$ cat src/rtl/mips_pkg.sv
// Shared encodings, FSM/ALU enums and helpers for the multi-cycle MIPS core.
package mips_pkg;

  localparam logic [5:0] OP_RTYPE = 6'h00;
  localparam logic [5:0] OP_ADDI  = 6'h08;
  localparam logic [5:0] OP_LW    = 6'h23;
  localparam logic [5:0] OP_SW    = 6'h2B;
  localparam logic [5:0] OP_BEQ   = 6'h04;
  localparam logic [5:0] OP_J     = 6'h02;

  localparam logic [5:0] FN_ADD = 6'h20;
  localparam logic [5:0] FN_SUB = 6'h22;
  localparam logic [5:0] FN_AND = 6'h24;
  localparam logic [5:0] FN_OR  = 6'h25;
  localparam logic [5:0] FN_SLT = 6'h2A;

  typedef enum logic [2:0] {FETCH, DECODE, EXEC, MEM, WB, HALT} state_t;
  typedef enum logic [2:0] {ADD, SUB, AND, OR, SLT} alu_op_t;

  function automatic logic [31:0] sext16(input logic [15:0] imm);
    return {{16{imm[15]}}, imm};
  endfunction

endpackage

$ cat src/rtl/mips_mc_regfile.sv
// 32x32 register file: two asynchronous read ports, one synchronous write port, R0 hardwired to 0.
module mips_mc_regfile (
  input  logic        clk_i,
  input  logic        rst_i,
  input  logic        we_i,
  input  logic [4:0]  waddr_i,
  input  logic [31:0] wdata_i,
  input  logic [4:0]  raddr1_i,
  input  logic [4:0]  raddr2_i,
  output logic [31:0] rdata1_o,
  output logic [31:0] rdata2_o
);

  logic [31:0] regs_q [32];

  // Register array with async clear; writes to R0 are dropped
  always_ff @(posedge clk_i or posedge rst_i) begin
    if (rst_i) begin
      for (int i = 0; i < 32; i++) begin
        regs_q[i] <= 32'h0000_0000;
      end
    end else if (we_i && (waddr_i != 5'd0)) begin
      regs_q[waddr_i] <= wdata_i;
    end
  end

  assign rdata1_o = (raddr1_i == 5'd0) ? 32'h0000_0000 : regs_q[raddr1_i];
  assign rdata2_o = (raddr2_i == 5'd0) ? 32'h0000_0000 : regs_q[raddr2_i];

endmodule

$ cat src/rtl/mips_multicycle.sv
// Multi-cycle MIPS core with a single req/ready memory port shared by fetch and data access.
module mips_multicycle
  import mips_pkg::*;
#(
  parameter logic [31:0] RESET_PC   = 32'h0000_0000,
  parameter int          ADDR_WIDTH = 32
) (
  input  logic                  clock,
  input  logic                  reset,
  output logic                  mem_req,
  output logic                  mem_we,
  output logic [ADDR_WIDTH-1:0] mem_addr,
  output logic [31:0]           mem_wdata,
  input  logic [31:0]           mem_rdata,
  input  logic                  mem_ready,
  output logic                  retire,
  output logic                  halted,
  output logic [31:0]           pc_out
);

  state_t      state_q, state_d;
  logic [31:0] pc_q, pc_d, ir_q, ir_d, a_q, a_d, b_q, b_d;
  logic [31:0] t_q, t_d, alu_q, alu_d, mdr_q, mdr_d;

  logic [5:0]  op, funct;
  logic [15:0] imm;
  logic [31:0] rf_rd1, rf_rd2, opnd_b, alu_res;
  logic        legal;
  alu_op_t     alu_op;

  assign op    = ir_q[31:26];
  assign funct = ir_q[5:0];
  assign imm   = ir_q[15:0];

  mips_mc_regfile u_rf (
    .clk_i    (clock),
    .rst_i    (reset),
    .we_i     (state_q == WB),
    .waddr_i  ((op == OP_RTYPE) ? ir_q[15:11] : ir_q[20:16]),
    .wdata_i  ((op == OP_LW) ? mdr_q : alu_q),
    .raddr1_i (ir_q[25:21]),
    .raddr2_i (ir_q[20:16]),
    .rdata1_o (rf_rd1),
    .rdata2_o (rf_rd2)
  );

  // Instruction legality and ALU operation select
  always_comb begin
    legal  = 1'b0;
    alu_op = ADD;
    case (op)
      OP_RTYPE: begin
        case (funct)
          FN_ADD:  begin legal = 1'b1; alu_op = ADD; end
          FN_SUB:  begin legal = 1'b1; alu_op = SUB; end
          FN_AND:  begin legal = 1'b1; alu_op = AND; end
          FN_OR:   begin legal = 1'b1; alu_op = OR;  end
          FN_SLT:  begin legal = 1'b1; alu_op = SLT; end
          default: legal = 1'b0;
        endcase
      end
      OP_ADDI, OP_LW, OP_SW, OP_BEQ, OP_J: legal = 1'b1;
      default: legal = 1'b0;
    endcase
  end

  // ALU: R-type uses B, immediate forms use the sign-extended offset
  always_comb begin
    opnd_b = (op == OP_RTYPE) ? b_q : sext16(imm);
    case (alu_op)
      ADD:     alu_res = a_q + opnd_b;
      SUB:     alu_res = a_q - opnd_b;
      AND:     alu_res = a_q & opnd_b;
      OR:      alu_res = a_q | opnd_b;
      SLT:     alu_res = {31'd0, ($signed(a_q) < $signed(opnd_b))};
      default: alu_res = a_q + opnd_b;
    endcase
  end

  // Next-state and datapath-register update logic
  always_comb begin
    state_d = state_q;
    pc_d    = pc_q;
    ir_d    = ir_q;
    a_d     = a_q;
    b_d     = b_q;
    t_d     = t_q;
    alu_d   = alu_q;
    mdr_d   = mdr_q;
    case (state_q)
      FETCH: begin
        if (mem_ready) begin
          ir_d    = mem_rdata;
          pc_d    = pc_q + 32'd4;
          state_d = DECODE;
        end
      end
      DECODE: begin
        a_d     = rf_rd1;
        b_d     = rf_rd2;
        t_d     = pc_q + (sext16(imm) << 2);
        state_d = legal ? EXEC : HALT;
      end
      EXEC: begin
        case (op)
          OP_RTYPE, OP_ADDI: begin
            alu_d   = alu_res;
            state_d = WB;
          end
          OP_LW, OP_SW: begin
            alu_d   = alu_res;
            state_d = (alu_res[1:0] != 2'b00) ? HALT : MEM;
          end
          OP_BEQ: begin
            if (a_q == b_q) begin
              pc_d = t_q;
            end
            state_d = FETCH;
          end
          OP_J: begin
            pc_d    = {pc_q[31:28], ir_q[25:0], 2'b00};
            state_d = FETCH;
          end
          default: state_d = HALT;
        endcase
      end
      MEM: begin
        if (mem_ready) begin
          if (op == OP_LW) begin
            mdr_d   = mem_rdata;
            state_d = WB;
          end else begin
            state_d = FETCH;
          end
        end
      end
      WB:      state_d = FETCH;
      HALT:    state_d = HALT;
      default: state_d = HALT;
    endcase
  end

  // State and datapath registers; reset abandons any in-flight access
  always_ff @(posedge clock or posedge reset) begin
    if (reset) begin
      state_q <= FETCH;
      pc_q    <= RESET_PC;
      ir_q    <= 32'h0000_0000;
      a_q     <= 32'h0000_0000;
      b_q     <= 32'h0000_0000;
      t_q     <= 32'h0000_0000;
      alu_q   <= 32'h0000_0000;
      mdr_q   <= 32'h0000_0000;
    end else begin
      state_q <= state_d;
      pc_q    <= pc_d;
      ir_q    <= ir_d;
      a_q     <= a_d;
      b_q     <= b_d;
      t_q     <= t_d;
      alu_q   <= alu_d;
      mdr_q   <= mdr_d;
    end
  end

  // Request is gated by reset so it drops the moment reset rises, even though state reads FETCH
  assign mem_req   = ~reset & ((state_q == FETCH) | (state_q == MEM));
  assign mem_we    = (state_q == MEM) & (op == OP_SW);
  assign mem_addr  = (state_q == MEM) ? alu_q[ADDR_WIDTH-1:0] : pc_q[ADDR_WIDTH-1:0];
  assign mem_wdata = b_q;
  assign retire    = (state_q == WB)
                   | ((state_q == EXEC) & ((op == OP_BEQ) | (op == OP_J)))
                   | ((state_q == MEM) & (op == OP_SW) & mem_ready);
  assign halted    = (state_q == HALT);
  assign pc_out    = pc_q;

endmodule
$ cat config.mk
export PLATFORM = sky130hd
export DESIGN_NAME = mips_multicycle
export DESIGN_NICKNAME = d
export VERILOG_FILES = /design/src/rtl/mips_pkg.sv /design/src/rtl/mips_mc_regfile.sv /design/src/rtl/mips_multicycle.sv
export SDC_FILE = /design/constraint.sdc
export NUM_CORES = 2
export LEC_CHECK = 0
export CAP_MARGIN = 10
export CORE_ASPECT_RATIO = 1.25
export CORE_UTILIZATION = 50
export DETAILED_ROUTE_END_ITERATION = 12
export DONT_BUFFER_PORTS = 1
export MAX_ROUTING_LAYER = met4
export PLACE_DENSITY = 0.66
export SYNTH_ARGS = -nofsm -noshare
export SYNTH_HDL_FRONTEND = slang
export SYNTH_SLANG_ARGS = --single-unit
export TNS_END_PERCENT = 50
$ cat constraint.sdc
create_clock -name clock -period 56.9 [get_ports clock]
set_input_delay 11.38 -clock clock [delete_from_list [all_inputs] [get_ports clock]]
set_output_delay 11.38 -clock clock [all_outputs]
set_load 0.005 [all_outputs]
**Yosys cells after proc, flatten, opt, wreduce, memory -nomap -nowiden**

Cells that the tools add are included.

- Add/sub/neg operators: 4
- $mul: 0
- Div/mod/pow operators: 0
- Magnitude comparators: 5
- Equality and inequality tests: 27
- Shift operators: 0
- Multiplexer cells: 31
- Bitwise operators: 14
- Reductions and logical operators: 21

Operators by type and width:

| operator | number |
|---|---|
| bitwise mux 1024 bit | 1 |
| two-way mux 32 bit | 12 |
| binary-select mux 32 bit (select 5 bit) | 2 |
| demux 32 bit (select 5 bit) | 1 |
| one-hot mux 32 bit (2 select lines) | 2 |
| one-hot mux 32 bit (4 select lines) | 1 |
| adder 32 bit | 2 |
| equality test 6 bit (second input constant) | 7 |
| adder 32 x 3 -> 32 bit (second input constant) | 1 |
| AND 32 bit | 1 |
| equality test 32 bit | 1 |
| < comparator 32 bit | 1 |
| OR 32 bit | 1 |
| subtractor 32 bit | 1 |
| greater-or-equal comparator 6 bit (second input constant) | 3 |
| two-way mux 3 bit | 6 |
| NOT 5 -> 6 bit | 3 |
| one-hot mux 3 bit (5 select lines) | 1 |
| equality test 3 x 2 -> 1 bit (second input constant) | 4 |
| one-hot mux 3 bit (4 select lines) | 1 |
| logical NOT 5 bit | 2 |
| OR reduction 5 bit | 2 |
| equality test 3 bit (second input constant) | 3 |
| one-hot mux 3 bit (3 select lines) | 1 |
| other kinds (26) | 42 |

- Register bits: 1251
- Latch bits: 0
- RAM bits: 0
- ROM bits: 0
- Output and inout port bits: 100
- Logic and storage cells: 143
- Memories kept: 0

**Depth between registers and ports, before layout**

- Depth after elaboration: 9
- Mapped depth: 21
- Depth with buffers taken out: 17

**Hierarchy**

A second synthesis with hierarchy kept.

- Cell total of the unflattened synthesis: 5691
- Area total of the unflattened synthesis: 71733.8 µm²

By module, submodules not included:

| module | times used | cells each | area each (µm²) | sequential area each (µm²) |
|---|---|---|---|---|
| mips_mc_regfile | 1 | 3614 | 54772.5 | 25624.6 |
| mips_multicycle | 1 | 2077 | 16961.3 | 5680.4 |

**Least setup slack after synthesis**

No wires, ideal clock.

- Kind: input to output
- Start: input port mem_ready
- End: output port retire
- Arrival: 11693 ps
- Required time: 45520 ps
- Setup slack: 33827 ps
- Stages on the path: 1
- Path buffers: 0
- Cell sequence: a221o_1

- Longest elaborated chain between the ends: 2

Ends and longest elaborated chain:

| element | line | text |
|---|---|---|
| start, declared | mips_multicycle.sv:15 | `input logic mem_ready,` |
| AND 1 bit | mips_multicycle.sv:173 | `\| ((state_q == MEM) & (op == OP_SW) & mem_ready);` |
| OR 1 bit | mips_multicycle.sv:173 |  |
| end, declared | mips_multicycle.sv:16 | `output logic retire,` |

Every way passes these cells.

**Worst setup path after layout**

Ends and elaborated chain as after synthesis.

==> key figures <==
Synthesis
  • Dominant cells by area after synthesis: dfrtp_1 45%, mux4_2 12%, o21ai_0 6.1%
  • Post-synth EDFFs: 0
  • Synth Net Count: 7046
  • #FFs+latches synth: 1251
  • Synth Cell Area: 69030 um2
  • Synth Warn #: 0
  • Post-Syn Area per Cell: 10.03 um2
  • Seq/Total Area, Yosys: 45.35%
  • Cell taking the most area after synthesis: dfrtp_1
  • Top-area cell type share of the netlist area: 45.35%
  • Gate Count Post-Synth: 6881
  • Predominant post-synthesis flop cell: dfrtp_1
  • Cell with the most instances after synthesis: dfrtp_1
  • Cell variety after synth: 91
  • Commonest cells post-synth: 1251 x dfrtp_1, 945 x nand2_1, 845 x o21ai_0, 692 x a21oi_1, 576 x nor2_1
  • Asr flop ratio synth: 100.0%

Setup path
  • Worst EP arrival: 11.70 ns
  • CP endpoint kind: output port
  • Worst path required time: 45.52 ns
  • Startpoint types: primary input
  • Worst-path cell chain: a221o_1
  • Worst-path fanout max: 3
  • CP peak stage delay: 0.32 ns
  • Crit path kind: in -> out
  • CP max-delay cell: a221o_1
  • Delay-heaviest family, CP: compound AO/OA/AOI/OAI gates
  • Buf/Inv on CP: 0
  • Reg2reg setup slack: 51.14 ns

STA
  • Fmax: 0.04332 GHz
  • Worst-Margin Slew: 1.304 ns
  • Slew headroom: 12.18%
  • Setup TNS: 0 ns
  • RSZ-0062 raised after global routing: no
  • Period utilization: 40.57%
  • Setup Skew: 0.02488 ns
  • Final setup vio count: 0
  • Final Max Tran Viols: 0
  • Fin. Hold Viols: 0
  • Minimum clock period: 23.08 ns

Die
  • Core area: 137100 um2
  • Die H: 417.4 um
  • Die ar.: 139600 um2
  • Initial Util: 50.34%
  • Die X: 334.3 um
  • Site Rows: 152
  • Num ports: 135

Clocking
  • CTS clk-pin slew, worst paths: 0.07 ns
  • Post-CTS sizing: 0
  • CTS Root Cell: clkbuf_16
  • Clk sink count: 1251
  • Buffer depth of the longest clock path: 3
  • TritonCTS clock tree: yes
  • Htree depth: 4
  • Clock latency on the worst-skew pair: 0.78 ns
  • Setup repair bufs after CTS: 0
  • Hold_buf cts: 0
  • Cts bufs inserted: 131

Drt
  • Wirelength, routed: 242.1 mm
  • Detailed Routing Iterations Pass 1: 5
  • Routed vias: 55250
  • Vias/cell: 6.529
  • DRT iter0 DRCs: 6017
  • Residual DRC count: 0
  • Antenna-violating nets left: 0
  • Drt wl/cell: 28.61 um

Placed design
  • # port buffers: 0
  • DP HPWL: 144.7 mm
  • Placed cell area: 70260 um2
  • RePlAce Congestion: 1.012

Global route
  • Met1 Use GR: 43.15%
  • Top Usage Layer GRT: met2
  • Met3 Use GR: 8.009%
  • Vias in the first global route: 54120
  • First-pass GRT wire length: 358.1 mm
  • Total GRT Usage: 35.76%
  • Initial antenna violation count: 14
  • Met2 Resource Use GR: 55.21%
  • Largest net degree at the start of global routing: 187
  • Congestion Overflow GR: 0

Run
  • Max-cap violations: 0

Worst hold path
  • Hold Crit Class: reg -> reg

Layout
  • Post-route cell area: 74670 um2
  • NumNets Final: 6666
  • P&R area growth vs syn: 8.179%
  • Layout Utilization: 54.46%
  • Layout cell share with drive strength beyond 1: 15.18%
  • Fillers: 11870

Power
  • Leakage: 31.78 nW
  • Pwr Density: 25.57 nW/um2
  • Max VDD drop: 0.00002600 V

Outcome
  • Status: complete, no violations
==> flip-flops by register name, indices dropped and copies added, names as in the netlist <==
signal       flops
mdr_q           32
t_q             32
mem_wdata       32
alu_q           32
ir_q            32
a_q             32
state_q          3
pc_out          32
u_rf.regs_q   1024
==> per-layer routing <==
metal,vias to the layer above,part of all wire (%)
li1,24040,-
met1,27540,38
met2,2868,47
met3,796,9.2
met4,0,6.7
met5,-,0
==> worst reg2reg max path: cells and delay by family (launching register included) <==
family / cells / cell delay, ns
buffers and inverters: 2 / 0.70
AOI/OAI and AO/OA: 8 / 2.56
DFF: 1 / 0.44
and+or+nand+nor: 6 / 1.61
adders and majority gates: 1 / 0.32
==> per-stage QoR <==
step                      setup slack (ns)  hold WS (ns)  std cells  total power, mW
after floorplan                      10.27        0.4386       6881           0.9980
after global placement               33.82        0.3807       8215            1.039
after detailed placement             33.82        0.3859       8215            1.039
after CTS                            33.82        0.4003       8449            1.915
after global routing                 33.81        0.4047       8461            1.957
final                                33.82        0.4017       8461            1.910
==> cell type report <==
type	count	area, um2	share of cell area (%)
diodes	11	27.53	0.03686
clock buffers	187	3864	5.174
clock inverters	47	491.7	0.6585
inverters	124	473.0	0.6334
multi-input cells	4866	35100	47.00
flip-flops and latches	1251	31340	41.97
well taps	1848	2312	3.096
repair buffers	127	1061	1.421
==> kinds of logic (layout without fill, tap and decap cells) <==
| logic type | Yosys count | count (layout) | synth area share (%) |
|---|---|---|---|
| buffers and inverters | 764 | 485 | 4.426 |
| muxes | 840 | 840 | 19.43 |
| and+or+nand+nor | 1773 | 1773 | 10.51 |
| adders and majority gates | 130 | 130 | 2.389 |
| other | 0 | 11 | 0 |
| DFF | 1251 | 1251 | 45.35 |
| AOI/OAI and AO/OA | 2054 | 2054 | 17.02 |
| xor gates and xnor gates | 69 | 69 | 0.8755 |
==> final timing paths <==
path	endpoint	start	depth (start not counted)
worst max-delay path	retire	mem_ready	1
worst min-delay path	u_rf.regs_q[998]$_DFFE_PP0P_	u_rf.regs_q[998]$_DFFE_PP0P_	0
worst max register to register	alu_q[25]$_DFFE_PP0P_	ir_q[26]$_DFFE_PP0P_	17
worst min register to register	u_rf.regs_q[998]$_DFFE_PP0P_	u_rf.regs_q[998]$_DFFE_PP0P_	0
max in group asynchronous	u_rf.regs_q[924]$_DFFE_PP0P_	reset	4
min in group asynchronous	ir_q[29]$_DFFE_PP0P_	reset	1
==> cells in the final DEF (no fill, tap or decap), types with 11 or more instances in the layout <==
cell type,count
a31oi_1,14
inv_6,11
xnor2_1,22
ha_1,127
a211oi_1,19
nor3_1,60
o21ai_1,19
nor2_1,574
mux2i_1,263
clkbuf_8,29
mux4_2,383
o211ai_1,26
o22ai_1,123
o21bai_1,14
diode_2,11
o21ai_0,843
nor4_1,12
clkinv_2,25
nand2_1,925
nor2_4,11
a22o_1,33
nand2_4,19
nand3_1,55
o31ai_1,13
clkbuf_16,135
nand2b_1,26
mux2_2,159
a221oi_1,43
a221o_1,12
buf_4,119
o221ai_1,89
o21a_1,11
dfrtp_1,1240
clkbuf_1,23
mux2i_2,32
a21o_1,43
xor2_1,47
a21oi_1,691
inv_1,122
==> power breakdown <==
| group | switching, mW | total (mW) | internal [mW] |
|---|---|---|---|
| Clock | 0.378 | 0.885 | 0.507 |
| Sequential | 0.00882 | 0.901 | 0.892 |
| Combinational | 0.0884 | 0.124 | 0.0356 |
Power figures use the tool's default switching activity.
